$ cat src/rtl/arima_anomaly_monitor.sv
// Multi-channel residual scoring, per-channel debounce and back-pressured onset event FIFO.
// Build option: define ANOMALY_DEBOUNCE_EN to enable min_run consecutive-hit debouncing.
module arima_anomaly_monitor #(
    parameter int N          = 32,
    parameter int Q          = 15,
    parameter int CH         = 4,
    parameter int FIFO_DEPTH = 16,
    parameter int TS_W       = 16
) (
    input  logic              clk,
    input  logic              reset,
    input  logic              cfg_we,
    input  logic [5:0]        cfg_addr,
    input  logic [N-1:0]      cfg_wdata,
    input  logic              s_valid,
    input  logic [3:0]        s_ch,
    input  logic [N-1:0]      s_obs,
    input  logic [N-1:0]      s_pred,
    input  logic              s_init,
    output logic              out_valid,
    output logic [3:0]        out_ch,
    output logic              out_label,
    output logic [N-1:0]      out_score,
    output logic              m_valid,
    input  logic              m_ready,
    output logic [3:0]        m_ch,
    output logic [TS_W-1:0]   m_ts,
    output logic [N-1:0]      m_score,
    output logic [15:0]       drop_cnt,
    output logic              overflow
);
    localparam int CHW = (CH > 1) ? $clog2(CH) : 1;
    localparam int AW  = $clog2(FIFO_DEPTH);

    localparam logic signed [N-1:0]   SAT_HI  = {1'b0, {(N-1){1'b1}}};
    localparam logic signed [N-1:0]   SAT_LO  = {1'b1, {(N-1){1'b0}}};
    localparam logic signed [N+1:0]   R_MAX   = {3'b000, {(N-1){1'b1}}};
    localparam logic signed [2*N-1:0] P_HI    = {{(N+1){1'b0}}, {(N-1){1'b1}}};
    localparam logic signed [2*N-1:0] P_LO    = {{(N+1){1'b1}}, {(N-1){1'b0}}};
    localparam logic signed [N-1:0]   INV_ONE = {{(N-1){1'b0}}, 1'b1} << Q;

    logic signed [N-1:0] mean_q    [CH];
    logic signed [N-1:0] inv_var_q [CH];
    logic signed [N-1:0] thr_q     [CH];
`ifdef ANOMALY_DEBOUNCE_EN
    logic [7:0]          min_run_q [CH];
    logic [7:0]          run_q     [CH];
`endif
    logic                label_q   [CH];
    logic [TS_W-1:0]     ts_q      [CH];

    logic [3:0]     cfg_ch;
    logic [1:0]     cfg_reg;
    logic           cfg_hit;
    logic [CHW-1:0] cfg_idx;

    assign cfg_ch  = cfg_addr[5:2];
    assign cfg_reg = cfg_addr[1:0];
    assign cfg_idx = cfg_ch[CHW-1:0];
    assign cfg_hit = cfg_we && ({1'b0, cfg_ch} < 5'(CH));

    always_ff @(posedge clk or posedge reset) begin
        if (reset) begin
            for (int i = 0; i < CH; i++) begin
                mean_q[i]    <= '0;
                inv_var_q[i] <= INV_ONE;
                thr_q[i]     <= SAT_HI;
`ifdef ANOMALY_DEBOUNCE_EN
                min_run_q[i] <= 8'd1;
`endif
            end
        end else if (cfg_hit) begin
            case (cfg_reg)
                2'd0: mean_q[cfg_idx]    <= cfg_wdata;
                2'd1: inv_var_q[cfg_idx] <= cfg_wdata;
                2'd2: thr_q[cfg_idx]     <= cfg_wdata;
`ifdef ANOMALY_DEBOUNCE_EN
                2'd3: min_run_q[cfg_idx] <= (cfg_wdata[7:0] == 8'd0) ? 8'd1 : cfg_wdata[7:0];
`endif
                default: ;
            endcase
        end
    end

    // Stage 1: residual magnitude, plus a snapshot of the channel's config
    logic           in_ok;
    logic [CHW-1:0] s_idx;
    logic signed [N+1:0] r_full, r_abs;
    logic           r_sat;

    assign in_ok  = s_valid && ({1'b0, s_ch} < 5'(CH));
    assign s_idx  = s_ch[CHW-1:0];
    assign r_full = {{2{s_obs[N-1]}}, s_obs} - {{2{s_pred[N-1]}}, s_pred}
                  - {{2{mean_q[s_idx][N-1]}}, mean_q[s_idx]};
    assign r_abs  = r_full[N+1] ? -r_full : r_full;
    assign r_sat  = r_abs > R_MAX;

    logic                s1_valid, s1_init, s1_ovf;
    logic [3:0]          s1_ch;
    logic [N-1:0]        s1_abs;
    logic signed [N-1:0] s1_inv, s1_thr;
`ifdef ANOMALY_DEBOUNCE_EN
    logic [7:0]          s1_min_run;
`endif

    always_ff @(posedge clk or posedge reset) begin
        if (reset) begin
            s1_valid   <= 1'b0;
            s1_init    <= 1'b0;
            s1_ovf     <= 1'b0;
            s1_ch      <= '0;
            s1_abs     <= '0;
            s1_inv     <= '0;
            s1_thr     <= '0;
`ifdef ANOMALY_DEBOUNCE_EN
            s1_min_run <= '0;
`endif
        end else begin
            s1_valid <= in_ok;
            if (in_ok) begin
                s1_init    <= s_init;
                s1_ovf     <= r_sat;
                s1_ch      <= s_ch;
                s1_abs     <= r_sat ? SAT_HI : r_abs[N-1:0];
                s1_inv     <= inv_var_q[s_idx];
                s1_thr     <= thr_q[s_idx];
`ifdef ANOMALY_DEBOUNCE_EN
                s1_min_run <= min_run_q[s_idx];
`endif
            end
        end
    end

    // Stage 2 arithmetic: normalise, saturate, threshold
    logic signed [2*N-1:0] abs_ext, inv_ext, p, p_sh;
    logic signed [N-1:0]   score2;
    logic                  ovf2, hit2;

    assign abs_ext = {{N{1'b0}}, s1_abs};
    assign inv_ext = {{N{s1_inv[N-1]}}, s1_inv};
    assign p       = abs_ext * inv_ext;
    assign p_sh    = p >>> Q;

    always_comb begin
        score2 = p_sh[N-1:0];
        ovf2   = 1'b0;
        if (p_sh > P_HI) begin
            score2 = SAT_HI;
            ovf2   = 1'b1;
        end else if (p_sh < P_LO) begin
            score2 = SAT_LO;
            ovf2   = 1'b1;
        end
    end

    assign hit2 = score2 > s1_thr;

    logic                s2_valid, s2_init, s2_ovf, s2_hit;
    logic [3:0]          s2_ch;
    logic [N-1:0]        s2_score;
`ifdef ANOMALY_DEBOUNCE_EN
    logic [7:0]          s2_min_run;
`endif

    always_ff @(posedge clk or posedge reset) begin
        if (reset) begin
            s2_valid   <= 1'b0;
            s2_init    <= 1'b0;
            s2_ovf     <= 1'b0;
            s2_hit     <= 1'b0;
            s2_ch      <= '0;
            s2_score   <= '0;
`ifdef ANOMALY_DEBOUNCE_EN
            s2_min_run <= '0;
`endif
        end else begin
            s2_valid <= s1_valid;
            if (s1_valid) begin
                s2_init    <= s1_init;
                s2_ovf     <= s1_ovf | ovf2;
                s2_hit     <= hit2;
                s2_ch      <= s1_ch;
                s2_score   <= score2;
`ifdef ANOMALY_DEBOUNCE_EN
                s2_min_run <= s1_min_run;
`endif
            end
        end
    end

    // Per-channel state is read and written only here, so same-channel samples never collide
    logic [CHW-1:0] f_idx;
    logic           lab_new, onset;
`ifdef ANOMALY_DEBOUNCE_EN
    logic [7:0]     run_new;
`endif

    assign f_idx = s2_ch[CHW-1:0];

    always_comb begin
        lab_new = 1'b0;
`ifdef ANOMALY_DEBOUNCE_EN
        run_new = 8'd0;
        if (!s2_init) begin
            if (s2_hit)
                run_new = (run_q[f_idx] == 8'hFF) ? 8'hFF : run_q[f_idx] + 8'd1;
            lab_new = run_new >= s2_min_run;
        end
`else
        lab_new = s2_hit && !s2_init;
`endif
    end

    assign onset = s2_valid && lab_new && !label_q[f_idx];

    logic [AW:0]   cnt, occ;
    logic [AW-1:0] wr_ptr, rd_ptr;
    logic          pend, pop, accept;
    logic [3:0]    pend_ch;
    logic [TS_W-1:0] pend_ts;
    logic [N-1:0]  pend_score;

    // Occupancy counts the registered write still in flight so a drop is decided with the label
    assign occ    = cnt + (AW+1)'(pend);
    assign pop    = m_valid && m_ready;
    assign accept = onset && ((occ < (AW+1)'(FIFO_DEPTH)) || pop);

    always_ff @(posedge clk or posedge reset) begin
        if (reset) begin
            for (int i = 0; i < CH; i++) begin
                label_q[i] <= 1'b0;
                ts_q[i]    <= '0;
`ifdef ANOMALY_DEBOUNCE_EN
                run_q[i]   <= '0;
`endif
            end
            out_valid <= 1'b0;
            out_ch    <= '0;
            out_label <= 1'b0;
            out_score <= '0;
            overflow  <= 1'b0;
            drop_cnt  <= '0;
        end else begin
            out_valid <= s2_valid;
            if (s2_valid) begin
                label_q[f_idx] <= lab_new;
                ts_q[f_idx]    <= ts_q[f_idx] + TS_W'(1);
`ifdef ANOMALY_DEBOUNCE_EN
                run_q[f_idx]   <= run_new;
`endif
                out_ch    <= s2_ch;
                out_label <= lab_new;
                out_score <= s2_score;
                overflow  <= overflow | s2_ovf;
            end
            if (onset && !accept && drop_cnt != 16'hFFFF)
                drop_cnt <= drop_cnt + 16'd1;
        end
    end

    logic [3:0]      mem_ch    [FIFO_DEPTH];
    logic [TS_W-1:0] mem_ts    [FIFO_DEPTH];
    logic [N-1:0]    mem_score [FIFO_DEPTH];

    always_ff @(posedge clk or posedge reset) begin
        if (reset) begin
            cnt        <= '0;
            wr_ptr     <= '0;
            rd_ptr     <= '0;
            pend       <= 1'b0;
            pend_ch    <= '0;
            pend_ts    <= '0;
            pend_score <= '0;
        end else begin
            pend <= accept;
            if (accept) begin
                pend_ch    <= s2_ch;
                pend_ts    <= ts_q[f_idx];
                pend_score <= s2_score;
            end
            if (pend)
                wr_ptr <= wr_ptr + AW'(1);
            if (pop)
                rd_ptr <= rd_ptr + AW'(1);
            cnt <= cnt + (AW+1)'(pend) - (AW+1)'(pop);
        end
    end

    always_ff @(posedge clk) begin
        if (pend) begin
            mem_ch[wr_ptr]    <= pend_ch;
            mem_ts[wr_ptr]    <= pend_ts;
            mem_score[wr_ptr] <= pend_score;
        end
    end

    assign m_valid = (cnt != '0);
    assign m_ch    = m_valid ? mem_ch[rd_ptr]    : '0;
    assign m_ts    = m_valid ? mem_ts[rd_ptr]    : '0;
    assign m_score = m_valid ? mem_score[rd_ptr] : '0;

endmodule

$ cat config.mk
export PLATFORM = sky130hd
export DESIGN_NAME = arima_anomaly_monitor
export DESIGN_NICKNAME = d
export VERILOG_FILES = /design/src/rtl/arima_anomaly_monitor.sv
export SDC_FILE = /design/constraint.sdc
export NUM_CORES = 2
export LEC_CHECK = 0
export ABC_AREA = 1
export CAP_MARGIN = 5
export CORE_MARGIN = 4
export CORE_UTILIZATION = 51
export CTS_BUF_LIST = sky130_fd_sc_hd__clkbuf_16
export DETAILED_ROUTE_END_ITERATION = 8
export PLACE_DENSITY = 0.76
export REMOVE_ABC_BUFFERS = 1
export SYNTH_ARGS = -nofsm -noshare
export SYNTH_HDL_FRONTEND = slang
export SYNTH_SLANG_ARGS = --single-unit
$ cat constraint.sdc
create_clock -name clk -period 43.9 [get_ports clk]
set_clock_uncertainty 0.15 [all_clocks]
set_input_delay 10.975 -clock clk [delete_from_list [all_inputs] [get_ports clk]]
set_output_delay 10.975 -clock clk [all_outputs]
set_load 0.05 [all_outputs]
==> flow_summary.toml <==
[critical_path]
worst_ep_required_time_ns = 32.78
endpoint_kind = "output port"
crit_path_max_fanout = 121
cp.arrival_ns = 6.03
criticalPathCategory = "reg -> out"
reg2reg_depth = 35
rrSetupSlack_ns = 32.64
r2r_end = "s2_hit"
cp_slowest_stage_delay_ns = 0.92
cp_common_cell = "buf_4"
crit_chain = "inv_8 -> buf_4 -> buf_4 -> o21ai_0 -> o221ai_1 -> nand3_1 -> a21oi_1 -> clkdlybuf4s50_1"
cp-start-kind = "flop"
r2r_start = "s1_abs[19]"
crit_slowest_cell = "buf_4"

[routing]
drcViolationCount = 0
dr.pass1.iters = 6
wire_per_inst_um = 21.4
antenna_left = 0
via_count = 79600
finalWirelength_um = 302000
drtIter0Drc = 8692
vias_per_cell = 5.66

[min_path]
hold_path_depth = 2
hold_start = "out_score[20]"
holdPathEnd = "out_score[20]"
min_path_type = "reg -> reg"

[global_routing]
grt_max_degree = 125
met3_usage_pct = 4.95
grt-ovfl-total = 0
busiest_layer = "met2"
antenna_found_initial = 11
grt_pass1_wl_um = 466000
grt_pass1_vias = 81400
use_met2_pct = 47.3
met1_usage_pct = 36.1
track_usage_pct = 28.6

[cells_and_area]
drive_gt1_share_pct = 5.64
syn_to_final_growth_pct = 8.58
mostFrequentLayoutCells = "2922 x nand2_1, 2003 x inv_1, 1085 x o21ai_0"
final_common_cell = "nand2_1"
layout.nets = 12700

[run_status]
status = "finished, final reports clean"

[logic_synthesis]
synth_edf_count = 832
synth_cell_type_count = 58
yosys_most_used_dff = "edfxtp_1"
postSynthAreaPerCell_um2 = 9.01
yosysWarnings = 0
ys_ff_latch = 1548
synthesis.area_mm2 = 0.103
synthCells = 11500
async_flop_share_pct = 46.3
ys_seq_area_share_pct = 41.7

[sta]
tightest_slew_ns = 1.17
slew_viol_final = 0
hold_viol_final = 0
setup_viol = 0
fin_setup_tns_ns = 0
fmax_mhz = 58.3
finalCritPeriodShare_pct = 39.1
finalCriticalPeriod_ns = 17.16
rsz0062_at_grt = "no"
slew_headroom_pct = 22.1

[die]
pin_count = 220
initial_utilization_pct = 51.5
fp-row-count = 164
fp.dieW_um = 458
core_mm2 = 0.201
die_area_mm2 = 0.210
die_h_um = 458

[cts]
cts_buffers = 150
clock_latency_ns = 0.80
root_buffer = "clkbuf_16"
cts_max_level = 4
cts_setup_buffers = 0
clockBufferDepth = 3
ctsHoldBuffers = 0
cts.clk_slew.worst_paths_ns = 0.06
clock_sinks = 1548
cts_tree = "yes"
ctsResizeCount = 0

[run]
drv_cap = 0

[placement]
hpwlAfterDp_um = 200000
port_buffers = 219
globalplace.congestion = 0.962
cell families after synthesis:
kind of cell / count (synthesis) / synth area share (%)
AO/OA/AOI/OAI: 1728 / 9.53
XOR/XNOR: 103 / 0.873
buffers and inverters: 2654 / 9.73
flip-flops: 1548 / 41.7
AND/OR/NAND/NOR: 4135 / 15.8
adder cells (fa/ha/maj): 1294 / 22.4
synth_stat cells, types with 34 or more instances:
| cell | instances | share of area (%) |
|---|---|---|
| nand3_1 | 188 | 0.91 |
| edfxtp_1 | 832 | 24 |
| fa_1 | 928 | 18 |
| o221ai_1 | 143 | 1.2 |
| dfrtp_1 | 588 | 14 |
| clkbuf_1 | 641 | 2.3 |
| nand2_2 | 51 | 0.31 |
| nand4_1 | 34 | 0.21 |
| o21ai_0 | 1085 | 5.3 |
| o211ai_1 | 66 | 0.48 |
| a21oi_1 | 200 | 0.97 |
| o22ai_1 | 122 | 0.74 |
| nand2_1 | 2924 | 11 |
| nor2_1 | 839 | 3.0 |
| inv_1 | 1961 | 7.1 |
| xor2_1 | 70 | 0.59 |
| ha_1 | 366 | 4.4 |
| dfstp_2 | 128 | 3.3 |
worst max-delay path by stage:
stage	start	end	slack [ns]	cells after the start
3_3_place_gp	s_ch[1]	s1_abs[30]	26.94	21
5_1_grt	rd_ptr[0]	m_score[20]	26.56	8
3_5_place_dp	s_ch[1]	s1_abs[29]	26.84	21
2_1_floorplan	reset	cnt[0]	12.90	1
4_1_cts	rd_ptr[0]	m_score[23]	26.83	8
6_report	rd_ptr[0]	m_score[20]	26.74	8
routing by layer:
metal	part of all wire, %	up-vias
met2	48	4137
met5	0.0083	-
li1	-	35500
met1	37	39000
met4	6.3	4
met3	9.2	943
worst max-delay path, delay by kind of cell (launching register included):
kind / cells / cell delay, ns
flops: 1 / 0.86
compound gates: 3 / 0.77
buf+inv: 4 / 3.31
simple gates: 1 / 0.12
registers in the layout, summed over array words and instances, names as in the netlist, 64 cells and up:
register   cells
thr_q        128
ts_q          64
mem_ts       256
inv_var_q    128
mem_score    512
mean_q       128
mem_ch        64
per-stage QoR:
stage / util [%] / worst slack [ns] / cell area [um2] / hold slack [ns] / cells
3_3_place_gp: 53.5 / 26.94 / 107000 / 0.304 / 13800
6_report: 55.9 / 26.74 / 112000 / 0.323 / 14100
4_1_cts: 55.9 / 26.83 / 112000 / 0.326 / 14100
2_1_floorplan: - / 12.90 / 101000 / 0.292 / 10800
5_1_grt: 55.9 / 26.56 / 112000 / 0.346 / 14100
3_5_place_dp: 53.5 / 26.84 / 107000 / 0.312 / 13800
area by class of cell:
class | instances | area [um2]
well taps | 2656 | 3320
clock inverters | 130 | 1030
flip-flops and latches | 1548 | 43100
repair buffers | 330 | 3020
fillers | 17000 | 88500
inverters | 1982 | 7470
diodes | 9 | 22.5
clock buffers | 152 | 3800
multi-input cells | 7260 | 50400
Power is not shown: default switching activity piles up to over one toggle a cycle in this logic, so the estimate is an artifact.
